File: src/rtl/mac_dot_scheduler.sv
// Dot-product job scheduler: arbitrates two requesters, streams their operand pairs
// into an external MAC and returns the final accumulator value to the job owner.
module mac_dot_scheduler #(
  parameter int LEN_W = 8
) (
  input  logic             clock,
  input  logic             resetn,
  input  logic             cmd0_valid,
  output logic             cmd0_ready,
  input  logic [LEN_W-1:0] cmd0_len,
  input  logic             cmd1_valid,
  output logic             cmd1_ready,
  input  logic [LEN_W-1:0] cmd1_len,
  input  logic             d0_valid,
  output logic             d0_ready,
  input  logic [31:0]      d0_a,
  input  logic [31:0]      d0_b,
  input  logic             d1_valid,
  output logic             d1_ready,
  input  logic [31:0]      d1_a,
  input  logic [31:0]      d1_b,
  output logic             mac_ivalid,
  output logic             mac_control,
  output logic [31:0]      mac_a,
  output logic [31:0]      mac_b,
  input  logic             mac_ovalid,
  input  logic [31:0]      mac_result,
  output logic             res_valid,
  input  logic             res_ready,
  output logic [31:0]      res_data,
  output logic             res_id
);

  localparam logic [1:0] IDLE   = 2'd0;
  localparam logic [1:0] STREAM = 2'd1;
  localparam logic [1:0] DRAIN  = 2'd2;
  localparam logic [1:0] HOLD   = 2'd3;

  logic [1:0]     state;
  logic [LEN_W:0] len_q;
  logic [LEN_W:0] issued;
  logic [LEN_W:0] returned;
  logic           owner;
  logic           last_grant;

  logic           grant0;
  logic           grant1;
  logic           accept;
  logic           accept_id;
  logic [LEN_W:0] accept_len;
  logic           can_issue;
  logic [LEN_W:0] issued_nxt;
  logic [LEN_W:0] returned_nxt;
  logic           ret_fire;
  logic           last_ret;

  // Round-robin: on contention the requester not granted last wins.
  assign grant0 = cmd0_valid & (~cmd1_valid | last_grant);
  assign grant1 = cmd1_valid & (~cmd0_valid | ~last_grant);

  // Ready is masked by resetn so a valid held during reset is never acknowledged.
  assign cmd0_ready = resetn & (state == IDLE) & grant0;
  assign cmd1_ready = resetn & (state == IDLE) & grant1;

  assign accept     = cmd0_ready | cmd1_ready;
  assign accept_id  = cmd1_ready;
  assign accept_len = cmd1_ready ? {1'b0, cmd1_len} : {1'b0, cmd0_len};

  assign can_issue = (state == STREAM) & (issued < len_q);
  assign d0_ready  = can_issue & ~owner;
  assign d1_ready  = can_issue & owner;

  assign mac_ivalid  = owner ? (d1_valid & d1_ready) : (d0_valid & d0_ready);
  assign mac_control = mac_ivalid & (issued == '0);
  assign mac_a       = mac_ivalid ? (owner ? d1_a : d0_a) : 32'h0;
  assign mac_b       = mac_ivalid ? (owner ? d1_b : d0_b) : 32'h0;

  assign res_valid = (state == HOLD);

  assign issued_nxt   = issued + 1'b1;
  assign returned_nxt = returned + 1'b1;
  assign ret_fire     = mac_ovalid & ((state == STREAM) | (state == DRAIN));
  assign last_ret     = ret_fire & (returned_nxt == len_q);

  // A zero-latency MAC can complete on the same cycle as the last issue, so
  // completion takes priority over the STREAM->DRAIN step.
  always_ff @(posedge clock or negedge resetn) begin
    if (!resetn) begin
      state      <= IDLE;
      len_q      <= '0;
      issued     <= '0;
      returned   <= '0;
      owner      <= 1'b0;
      last_grant <= 1'b1;
      res_data   <= 32'h0;
      res_id     <= 1'b0;
    end else begin
      case (state)
        IDLE: begin
          if (accept) begin
            len_q      <= accept_len;
            owner      <= accept_id;
            last_grant <= accept_id;
            issued     <= '0;
            returned   <= '0;
            if (accept_len == '0) begin
              res_data <= 32'h0;
              res_id   <= accept_id;
              state    <= HOLD;
            end else begin
              state <= STREAM;
            end
          end
        end
        STREAM: begin
          if (mac_ivalid) issued <= issued_nxt;
          if (ret_fire) returned <= returned_nxt;
          if (last_ret) begin
            res_data <= mac_result;
            res_id   <= owner;
            state    <= HOLD;
          end else if (mac_ivalid && (issued_nxt == len_q)) begin
            state <= DRAIN;
          end
        end
        DRAIN: begin
          if (ret_fire) returned <= returned_nxt;
          if (last_ret) begin
            res_data <= mac_result;
            res_id   <= owner;
            state    <= HOLD;
          end
        end
        HOLD: begin
          if (res_ready) state <= IDLE;
        end
        default: state <= IDLE;
      endcase
    end
  end

endmodule

File: config.mk
export PLATFORM = sky130hd
export DESIGN_NAME = mac_dot_scheduler
export DESIGN_NICKNAME = d
export VERILOG_FILES = /design/src/rtl/mac_dot_scheduler.sv
export SDC_FILE = /design/constraint.sdc
export NUM_CORES = 1
export LEC_CHECK = 0
export BUFFER_PORTS_ARGS = -buffer_cell sky130_fd_sc_hd__buf_2
export CAP_MARGIN = 20
export CORE_UTILIZATION = 40
export CTS_BUF_LIST = sky130_fd_sc_hd__clkbuf_2 sky130_fd_sc_hd__clkbuf_4 sky130_fd_sc_hd__clkbuf_8
export DETAILED_ROUTE_END_ITERATION = 16
export MAX_ROUTING_LAYER = met4
export PLACE_DENSITY = 0.75
export SETUP_SLACK_MARGIN = 0.3
export SYNTH_ARGS = -nofsm -noshare
export SYNTH_HDL_FRONTEND = slang
export SYNTH_SLANG_ARGS = --single-unit
File: constraint.sdc
create_clock -name clock -period 3.5 [get_ports clock]
set_input_delay 0.35 -clock clock [delete_from_list [all_inputs] [get_ports clock]]
set_output_delay 0.35 -clock clock [all_outputs]
set_load 0.01 [all_outputs]
# Yosys cells after proc, flatten, opt, wreduce, memory -nomap -nowiden
# Index checks and enable logic that the tools add are counted.
[totals]
register_bits = 64
in_bits = 184
output_inout_bits = 104
elab_cells = 83
[op_classes]
n_addsub = 2
n_lt_le_gt_ge = 1
eq_ne = 13
n_mux = 26
n_bitwise = 21
reduce_logical = 12
[ops]
columns = ["cell", "n"]
rows = [
  ["$mux 32", 7],
  ["$pmux 32 s2", 1],
  ["$pmux 9 s2", 2],
  ["$mux 9", 3],
  ["$add 9x1->9 const B", 2],
  ["$eq 9x9->1", 2],
  ["$logic_not 9->1", 2],
  ["$and 1x1->1", 13],
  ["$mux 2", 6],
  ["$lt 9x9->1", 1],
  ["$mux 8", 1],
  ["$ne 2x1->1 const B", 4],
  ["$pmux 2 s4", 1],
  ["$reduce_and 4->1", 2],
  ["$ne 2x2->1 const B", 3],
  ["$reduce_and 3->1", 2],
  ["$eq 2x2->1 const B", 2],
  ["$mux 1", 4],
  ["$not 1->1", 4],
  ["$or 1x1->1", 4],
  ["$reduce_bool 2->1", 2],
  ["$ne 3x2->1 const B", 1],
  ["$eq 2x1->1 const B", 1],
  ["$logic_not 2->1", 1],
  ["other kinds (4)", 4],
]

# Longest topological paths before layout
# Gate-level depths: netlist (run 1).
[logic_depth]
ltp_word = 9
ltp_mapped = 11
mapped_depth_nobuf = 10

# Worst setup path before layout (run 1)
# Ideal clock, no wire load.
[synth_path]
path_kind = "register to register"
from = "register state[0]"
to = "register res_data[17]"
setup_ns = 0.066
arrival_time_ns = 2.647
required_ns = 3.434
path_slack_ns = 0.787
path_stages_with_launch = 12
n_path_buf = 2
synth_period_minus_slack_ns = 2.713
path_cell_list = "dfrtp_1 inv_1 ha_1 clkbuf_1 nand3_1 a21oi_1 mux2_2 o21a_1 nor4_2 clkbuf_1 a22o_1 a22o_1"
[synth_via]
elab_chain_cells = 7
word_cells_on_any_way = 19
cone_classes = "eq/ne: 5; mux: 2; bitwise: 7; reduce/logical: 5"
[synth_lines]
columns = ["item", "line_no", "rtl"]
rows = [
  ["from (decl)", "39", "logic [1:0] state;"],
  ["from (signal assigned)", "89", "state <= IDLE;"],
  ["from (signal assigned)", "109", "state <= HOLD;"],
  ["from (signal assigned)", "111", "state <= STREAM;"],
  ["$logic_not 2->1", "62, 63, 98", ""],
  ["$and 1x1->1", "62, 63", ""],
  ["$and 1x1->1", "63", "assign cmd1_ready = resetn & (state == IDLE) & grant1;"],
  ["$mux 8", "67", "assign accept_len = cmd1_ready ? {1'b0, cmd1_len} : {1'b0, cmd0_len};"],
  ["$logic_not 9->1", "106", "if (accept_len == '0) begin"],
  ["$ne 2x1->1 (no line)", "n/a", ""],
  ["$reduce_and 4->1 (no line)", "n/a", ""],
  ["to (signal assigned)", "119", "res_data <= mac_result;"],
  ["to (signal assigned)", "129", "res_data <= mac_result;"],
  ["to (decl)", "30", "output logic [31:0] res_data,"],
]
# Several ways; a longest one is shown, not always the timed one.
# A chain may end at the register's enable or synchronous reset.

# Worst setup path after layout (run 1)
[layout_path]
from = "register issued[3]"
to = "output port mac_b[16]"
[layout_via]
elab_chain_cells = 6
word_cells_on_any_way = 8
cone_classes = "order compare: 1; mux: 2; bitwise: 5"
[layout_lines]
columns = ["item", "line_no", "rtl"]
rows = [
  ["from (decl)", "41", "logic [LEN_W:0] issued;"],
  ["from (signal assigned)", "116", "if (mac_ivalid) issued <= issued_nxt;"],
  ["$lt 9x9->1 *", "69", "assign can_issue = (state == STREAM) & (issued < len_q);"],
  ["$and 1x1->1 *", "69", ""],
  ["$and 1x1->1, on equally long branches", "70, 71", ""],
  ["$and 1x1->1", "73", "assign mac_ivalid = owner ? (d1_valid & d1_ready) : (d0_valid & d0_ready);"],
  ["$mux 1 *", "73", ""],
  ["$mux 32 *", "76", "assign mac_b = mac_ivalid ? (owner ? d1_b : d0_b) : 32'h0;"],
  ["to (decl)", "25", "output logic [31:0] mac_b,"],
]
# Mark *: on every way between the ends. The rest lies on a longest branch, timed or not.

==> impl_metrics.tcl, run 1 <==
set metrics [dict create \
    place_ws_ns 0.5491 \
    yosys_most_used_dff "dfrtp_1" \
    path_clk_slew_ns 0.08 \
    initial_core_util 0.4097 \
    synth.avg_cell_area_um2 8.602 \
    worstMarginPinSlew_ns 0.8094 \
    critPathLaunchType "flop" \
    layout_setup_ws_ns 0.4164 \
    relSlewSlack 0.4604 \
    dr.pass1.iters 4 \
    rows 41 \
    min_path_type "in -> async" \
    hold_viol_final 0 \
    clock_latency_ns 0.36 \
    grt_pass1_wl_mm 26.17 \
    diodes 0 \
    post-route-period-util 0.8810 \
    synth_most_common_cell "nor2_1" \
    powerDensity_nw_per_um2 758.4 \
    nets 1059 \
    portBuffers 287 \
    cap_violations 0 \
    grt_start_max_net_pins 65 \
    path_max_fanout 43 \
    r2r-end "res_id" \
    vias_per_cell 5.361 \
    drive_gt1_frac 0.3893 \
    drtIter0Drc 351 \
    cts_tree "yes" \
    r2r_slack_ns 0.56 \
    r2r-start "returned[0]" \
    track_usage 0.2664 \
    dp_hpwl_mm 13.77 \
    fp.dieH_um 115.7 \
    fillers 1212 \
    ys_warn_count 0 \
    cts_buffers 9 \
    boundaryPins 288 \
    setup_viol 0 \
    post_cts_buffers 0 \
    yosysTopAreaCell "dfrtp_1" \
    synthArstFlopShare 1.000 \
    critical_path_class "reg -> out" \
    slew_viol_final 0 \
    drt-total-wl_mm 17.88 \
    cts_buffer_depth 2 \
    syn_to_final_growth_pct 34.17 \
    grt_pass1_vias 5021 \
    ff2ff_path_depth 9 \
    synth-seq-area-share 0.3052 \
    worstPathArrival_ns 2.73 \
    grt_overflow_total 0 \
    cts-htree-levels 3 \
    vias 5549 \
    gp_congestion 0.9237 \
    ys_types 61 \
    cp.required_ns 3.15 \
    fin_worst_skew_ns 0.01344 \
    dieArea_um2 13380 \
    cts_hold_buf 0 \
    cts-root-buf "clkbuf_8" \
    die_w_um 115.7 \
    setup-tns-final_ns 0 \
    synth.area.top_cells "dfrtp_1 (30%), mux2i_1 (16%), a22o_1 (9.5%)" \
    ys_top_cells_by_count "nor2_1 (87), mux2i_1 (85), dfrtp_1 (62), a22o_1 (56), nand2_1 (39)" \
    drc_errors 0 \
    coreArea_um2 12620 \
    rsz0062_at_grt "no" \
    synth-edff-count 0 \
    critPathCaptureType "output port" \
    cts.sinks 63 \
    synth_area_um2 5170 \
    outcome "finished, final reports clean" \
    max_freq_mhz 324.3 \
    synth_seq_cells 63 \
    wl_per_cell_um 17.28 \
    synth_nets 802 \
    leakage_uw 0.003525 \
    syn-instance-count 601 \
    period_needed_ns 3.084 \
    antenna_left 0 \
    synth_top_area_share 0.3001 \
    ir_drop_v 0.0003926 \
    antenna_found_initial 0 \
]
==> report_power, final <==
part	internal [µW]	leakage [µW]	switching, µW
Clock	410	0.000114	348
Combinational	1420	0.00266	1760
Sequential	1020	0.000753	297
Total	2850	0.00353	2410
==> kinds of logic after synthesis <==
family                     Yosys count  synth area share
xor gates and xnor gates            17           0.02880
AOI/OAI and AO/OA                  147            0.2130
adders and majority gates           17           0.04114
DFF                                 63            0.3052
muxes                               90            0.1755
and+or+nand+nor                    191            0.1740
buffers and inverters               76           0.06244
==> routing by layer <==
layer / wire, µm / up-vias / GRT usage
li1: - / 2701 / -
met1: 7357 / 2599 / 0.3300
met2: 9144 / 214 / 0.4523
met3: 894 / 35 / 0.03138
met4: 486 / 0 / 0.08718
met5: 0 / - / -
==> cells in the final DEF (no fill, tap or decap), drive strengths merged, types with 6 or more instances in the layout <==
cell type  Yosys  final
buf           23    299
nor2          87     87
mux2i         85     85
dfrtp         62     62
a22o          56     56
nand2         39     39
o21ai         24     24
inv           21     23
a21oi         19     19
ha            17     17
nor3          16     16
xnor2         12     12
nand3         11     11
nor4          11     11
clkbuf        31      9
nand4          6      6
o221ai         6      6
a22oi          6      6
o2bb2ai        6      6
==> area by class of cell <==
type                            instances  area, µm²  share of cell area
Multi-Input combinational cell        463       3291              0.4744
Clock inverter                          7      103.9             0.01497
Timing Repair Buffer                  299       1539              0.2219
Clock buffer                            9      123.9             0.01786
Tap cell                              172      215.2             0.03102
Sequential cell                        63       1582              0.2280
Inverter                               22      82.58             0.01190
==> flip-flops by register name (all words and copies together) (netlist names) <==
name	count
res_data	32
issued	9
returned	9
len_q	8
state	2
last_grant	1
owner	1
res_id	1
==> how the worst max path moves through the flow <==
stage	startpoint	endpoint	slack (ns)	cells past startpoint
2_1_floorplan	state[0]	res_data[17]	0.79	11
3_3_place_gp	issued[3]	mac_b[16]	0.60	8
3_5_place_dp	issued[3]	mac_b[16]	0.55	8
4_1_cts	issued[3]	mac_b[16]	0.35	8
5_1_grt	len_q[2]	mac_b[17]	0.32	9
6_report	issued[3]	mac_b[16]	0.42	8
==> stage by stage <==
| stage | power [µW] | util | instance area [µm²] | std cells | hold slack [ns] |
|---|---|---|---|---|---|
| 2_1_floorplan | 3496 | - | 5170 | 601 | 0.05441 |
| 3_3_place_gp | 4438 | 0.5309 | 6700 | 1018 | 0.4923 |
| 3_5_place_dp | 4500 | 0.5309 | 6700 | 1018 | 0.4907 |
| 4_1_cts | 5265 | 0.5492 | 6930 | 1034 | 0.2583 |
| 5_1_grt | 5632 | 0.5497 | 6937 | 1035 | 0.2705 |
| 6_report | 5261 | 0.5497 | 6937 | 1035 | 0.2345 |
==> worst max-delay path: stages, from the launching register on <==
cell,delay (ns)
dfrtp_1,0.55
ha_1,0.38
o211a_1,0.16
o31ai_1,0.07
a31oi_1,0.36
or2_4,0.35
buf_12,0.24
nor2_1,0.09
buf_2,0.16
==> repair_timing <==
item,in CTS,in global routing
setup endpoints to repair,44,44
pin swaps,0,1
resized for setup,1,0
gates cloned,0,1
endpoints found under the hold margin,0,0
Note: power is estimated with default switching activity, not from simulation.
==> run 2, diff against run 1 <==
--- a/config.mk
+++ b/config.mk
@@ -7,11 +7,12 @@
 export LEC_CHECK = 0
 export BUFFER_PORTS_ARGS = -buffer_cell sky130_fd_sc_hd__buf_2
 export CAP_MARGIN = 20
-export CORE_UTILIZATION = 40
+export CORE_AREA = 2 2 112 114
 export CTS_BUF_LIST = sky130_fd_sc_hd__clkbuf_2 sky130_fd_sc_hd__clkbuf_4 sky130_fd_sc_hd__clkbuf_8
 export DETAILED_ROUTE_END_ITERATION = 16
+export DIE_AREA = 0 0 114 116
 export MAX_ROUTING_LAYER = met4
-export PLACE_DENSITY = 0.75
+export PLACE_DENSITY = 0.8
 export SETUP_SLACK_MARGIN = 0.3
 export SYNTH_ARGS = -nofsm -noshare
 export SYNTH_HDL_FRONTEND = slang
==> run 2 against run 1 <==
Effect of this change: worst setup slack improved by 0.13 ns; global-route usage is 1.1 points higher; critical path depth grew 1; non-clock buffer count rose by 4; sequential power about the same; design area decreased by 0.47%; combinational power is 2% higher; highest routed layer unchanged; routed wire length up 5.2%.
==> impl_metrics.tcl, run 2 (synthesis gave the netlist of run 1 again) <==
set metrics [dict create \
    critical_path_class "reg -> out" \
    antenna_found_initial 0 \
    holdWs_ns 0.2228 \
    setup-tns-final_ns 0 \
    cts_buffers 9 \
    final_common_cell "buf_2" \
    cts-htree-levels 3 \
    gp_congestion 0.9729 \
    cts-root-buf "clkbuf_8" \
    largestRegisters "res_data (32), issued (9), returned (9)" \
    dr.pass1.iters 5 \
    dpl.cell_count 997 \
    critPathCaptureType "output port" \
    cts_hold_buf 0 \
    setup_viol 0 \
    total_power_uw 5204 \
    initial_core_util 0.4340 \
    clock_latency_ns 0.34 \
    path_max_fanout 40 \
    largest_reg_flops 32 \
    drtIter0Drc 498 \
    syn_to_final_growth_pct 33.54 \
    top_register "res_data" \
    nets 1063 \
    switching_power_uw 2409 \
    fp.dieH_um 116 \
    cp.required_ns 3.15 \
    cts_buffer_depth 2 \
    drt-total-wl_mm 18.80 \
    grt_overflow_total 0 \
    max_freq_mhz 338.4 \
    period_needed_ns 2.955 \
    combPwrFrac 0.620 \
    powerDensity_nw_per_um2 753.7 \
    cap_violations 0 \
    p_int_uw 2795 \
    grt_start_max_net_pins 65 \
    wl_per_cell_um 18.54 \
    cts.sinks 63 \
    portBuffers 287 \
    worstMarginPinSlew_ns 0.8134 \
    dieArea_um2 13220 \
    grt_pass1_vias 5115 \
    layout.cells.non_filler 1014 \
    path_clk_slew_ns 0.08 \
    layout_setup_ws_ns 0.5453 \
    switching_share 0.4629 \
    grt_pass1_wl_mm 27.17 \
    die_w_um 114 \
    critPathLaunchType "flop" \
    relSlewSlack 0.4577 \
    drc_errors 0 \
    fillers 1098 \
    rows 40 \
    place_ws_ns 0.5670 \
    dp_hpwl_mm 15.04 \
    vias_per_cell 5.580 \
    seq_power_share 0.252 \
    leakage_uw 0.003527 \
    post-route-period-util 0.8442 \
    ir_drop_v 0.0004413 \
    outcome "finished, final reports clean" \
    hold_viol_final 0 \
    mostFrequentLayoutCells "buf_2 (287), nor2_1 (87), mux2i_1 (85)" \
    fin_worst_skew_ns 0.01229 \
    post_cts_buffers 0 \
    antenna_left 0 \
    min_path_type "in -> async" \
    diodes 0 \
    pwr-share-clk 0.128 \
    cts_tree "yes" \
    coreArea_um2 11910 \
    rsz0062_at_grt "no" \
    boundaryPins 288 \
    track_usage 0.2770 \
    slew_viol_final 0 \
    drive_gt1_frac 0.3922 \
    worstPathArrival_ns 2.60 \
    vias 5658 \
]
==> run 2: critical path, stage by stage (launching register included) <==
cell     delay, ns
dfrtp_1       0.46
inv_1         0.12
ha_1          0.30
o211a_1       0.20
o31ai_1       0.08
a31oi_1       0.22
or2_4         0.37
buf_6         0.22
nor2_1        0.13
buf_2         0.15
==> run 2: layout make-up <==
cell class | count | area, µm² | share of cell area
Clock inverter | 6 | 67.56 | 0.009786
Clock buffer | 10 | 137.6 | 0.01993
Tap cell | 147 | 183.9 | 0.02664
Timing Repair Buffer | 303 | 1560 | 0.2260
Inverter | 22 | 82.58 | 0.01196
Sequential cell | 63 | 1582 | 0.2291
Multi-Input combinational cell | 463 | 3291 | 0.4766
==> run 2: path summary, 6_finish.rpt <==
path	from	to	slack, ns	cells past startpoint
min reg2reg	res_data[14]	res_data[14]	0.52	1
max reg2reg	returned[0]	res_id	0.61	9
max in group asynchronous	resetn	owner	2.65	2
min in group clock	mac_result[14]	res_data[14]	0.29	3
min	resetn	returned[6]	0.22	2
max	len_q[2]	mac_b[12]	0.55	9
==> run 2: metal layers <==
layer	global-route usage	share of wire	up-vias	wire length, µm
met1	0.3381	0.39	2613	7241
li1	-	-	2706	-
met3	0.05805	0.080	49	1497
met2	0.4444	0.49	290	9274
met5	-	0	-	0
met4	0.1228	0.042	0	790
==> run 2: through the flow <==
stage	utilization	area, µm²
floorplan	-	5170
global placement	0.5613	6686
detailed placement	0.5613	6686
CTS	0.5788	6894
global route	0.5796	6904
finish	0.5796	6904
==> run 2: timing repair <==
| item | in CTS | in global routing |
|---|---|---|
| gates resized for setup | 1 | 1 |
| cloned | 0 | 1 |
| setup endpoints to repair | 41 | 40 |
| pin swaps | 0 | 1 |
==> run 2: power by group through the flow <==
stage	registers (µW)	logic [µW]	clock network (µW)
after global routing	1350	3500	708
after floorplan	1330	2170	0
after detailed placement	1320	3190	0
after global placement	1310	3150	0
final	1310	3230	666
after CTS	1310	3200	680
==> run 3, diff against run 2 <==
==> constraint.sdc (replaced) <==
create_clock -name clock -period 2.85 [get_ports clock]
set_input_delay 0.285 -clock clock [delete_from_list [all_inputs] [get_ports clock]]
set_output_delay 0.285 -clock clock [all_outputs]
set_load 0.01 [all_outputs]
==> run 3 against run 2 <==
Effect of this change: sequential power grew 22%; critical path depth is the same; final cell count grew 5.4%; global-route usage shrank 1.3 points; clock skew grew 0.0010 ns; die area is the same; first-iteration DRC count grew 50%; critical endpoint is now mac_a[22].
==> impl_metrics.tcl, run 3 (synthesis gave the netlist of run 1 again) <==
set metrics [dict create \
    dieArea_um2 13220 \
    clock_latency_ns 0.35 \
    fp.dieH_um 116 \
    grt_pass1_wl_mm 27.01 \
    cap_violations 0 \
    path_clk_slew_ns 0.08 \
    final_common_cell "buf_2" \
    multi_input_comb_area_um2 3641 \
    cts_buffer_depth 2 \
    relSlewSlack 0.6631 \
    track_usage 0.2640 \
    drtIter0Drc 748 \
    cts_hold_buf 0 \
    wl_per_cell_um 19.45 \
    boundaryPins 288 \
    coreArea_um2 11910 \
    drt-total-wl_mm 20.79 \
    post-route-util 0.6797 \
    fillers 913 \
    die_w_um 114 \
    portBuffers 287 \
    grt_start_max_net_pins 69 \
    initial_core_util 0.4340 \
    ir_drop_v 0.0009679 \
    ff2ff_path_depth 9 \
    cts_buffers 9 \
    cts-htree-levels 3 \
    worstPathArrival_ns 2.40 \
    post-route-period-util 0.9427 \
    mostFrequentLayoutCells "buf_2 (265), mux2i_1 (85), nor2_1 (62)" \
    vias 6167 \
    period_needed_ns 2.687 \
    fin_worst_skew_ns 0.01329 \
    worstMarginPinSlew_ns 0.5053 \
    rows 40 \
    outcome "finished, final reports clean" \
    max_freq_mhz 372.2 \
    critPathCaptureType "output port" \
    cts-root-buf "clkbuf_8" \
    cts_tree "yes" \
    cts.sinks 63 \
    gp_congestion 0.9529 \
    antenna_left 0 \
    min_path_type "in -> async" \
    largest_reg_flops 32 \
    grt_overflow_total 0 \
    critical_path_class "reg -> out" \
    layout.cells.non_filler 1069 \
    syn_to_final_growth_pct 56.61 \
    vias_per_cell 5.769 \
    leakage_uw 0.003946 \
    hold_viol_final 0 \
    setup_viol 0 \
    path_max_fanout 14 \
    powerDensity_nw_per_um2 931.1 \
    drive_gt1_frac 0.4995 \
    top_register "res_data" \
    drc_errors 0 \
    grt_pass1_vias 5202 \
    critPathLaunchType "flop" \
    dp_hpwl_mm 13.33 \
    slew_viol_final 0 \
    largestRegisters "res_data (32), issued (9), returned (9)" \
    dr.pass1.iters 5 \
    nets 1117 \
    dpl.cell_count 1004 \
    setup-tns-final_ns 0 \
    rsz0062_at_grt "yes" \
    layout.area.seq_um2 1600 \
    cp.required_ns 2.57 \
    antenna_found_initial 1 \
]
run 3: final cells by class:
| type | count | area share |
|---|---|---|
| clock buffers | 11 | 0.01793 |
| diodes | 1 | 0.0003091 |
| multi-input cells | 464 | 0.4497 |
| repair buffers | 356 | 0.2902 |
| clock inverters | 5 | 0.01004 |
| flip-flops and latches | 63 | 0.1977 |
| inverters | 22 | 0.01144 |
| well taps | 147 | 0.02272 |
run 3: power by group:
group          total, µW  leakage (µW)  switching, µW  internal [µW]
Sequential          1600      0.000731            324           1270
Clock                927      0.000113            400            527
Combinational       5020       0.00310           2610           2410
Total               7540       0.00395           3330           4200
run 3: final timing paths:
path                                startpoint      endpoint  slack (ns)
worst max-delay path                 issued[0]     mac_a[22]        0.16
worst min-delay path                    resetn   res_data[6]        0.07
worst max register to register     returned[1]  res_data[17]        0.26
worst min register to register          res_id        res_id        0.53
max in group asynchronous               resetn    last_grant        1.95
min in group clock              mac_result[13]  res_data[13]        0.21
run 3: metrics by stage:
step                      area (µm²)  setup WS (ns)  total power [µW]  hold slack, ns
final                           8097         0.1633              7538         0.06593
after floorplan                 5213         0.2948              4310        -0.01059
after global placement          6795         0.1818              5457          0.4238
after global routing            8094         0.1025              7966         0.08744
after CTS                       7193         0.2642              6641         0.05509
after detailed placement        6795         0.1510              5553          0.4284
run 3: timing repair:
action                                  4_1_cts  5_1_grt
gates cloned                                  0       12
endpoints found under the setup margin       73      106
buffers inserted                             15       21
pin swaps                                     2       66
gates resized for setup                      21      116
run 3: layer usage:
| layer | vias up | track usage | wire (µm) |
|---|---|---|---|
| met5 | - | - | 0 |
| met4 | 0 | 0.06016 | 322 |
| met3 | 37 | 0.05230 | 1789 |
| met2 | 384 | 0.4302 | 10530 |
| met1 | 2921 | 0.3414 | 8146 |
| li1 | 2825 | - | - |
run 3: worst max-delay path, cell delays in order, from the launching register on:
cell,delay [ns]
dfrtp_2,0.46
inv_2,0.11
ha_1,0.21
nor2b_4,0.06
o31ai_4,0.22
a31oi_4,0.15
or2_4,0.35
clkbuf_16,0.19
nor2_1,0.14
buf_2,0.17
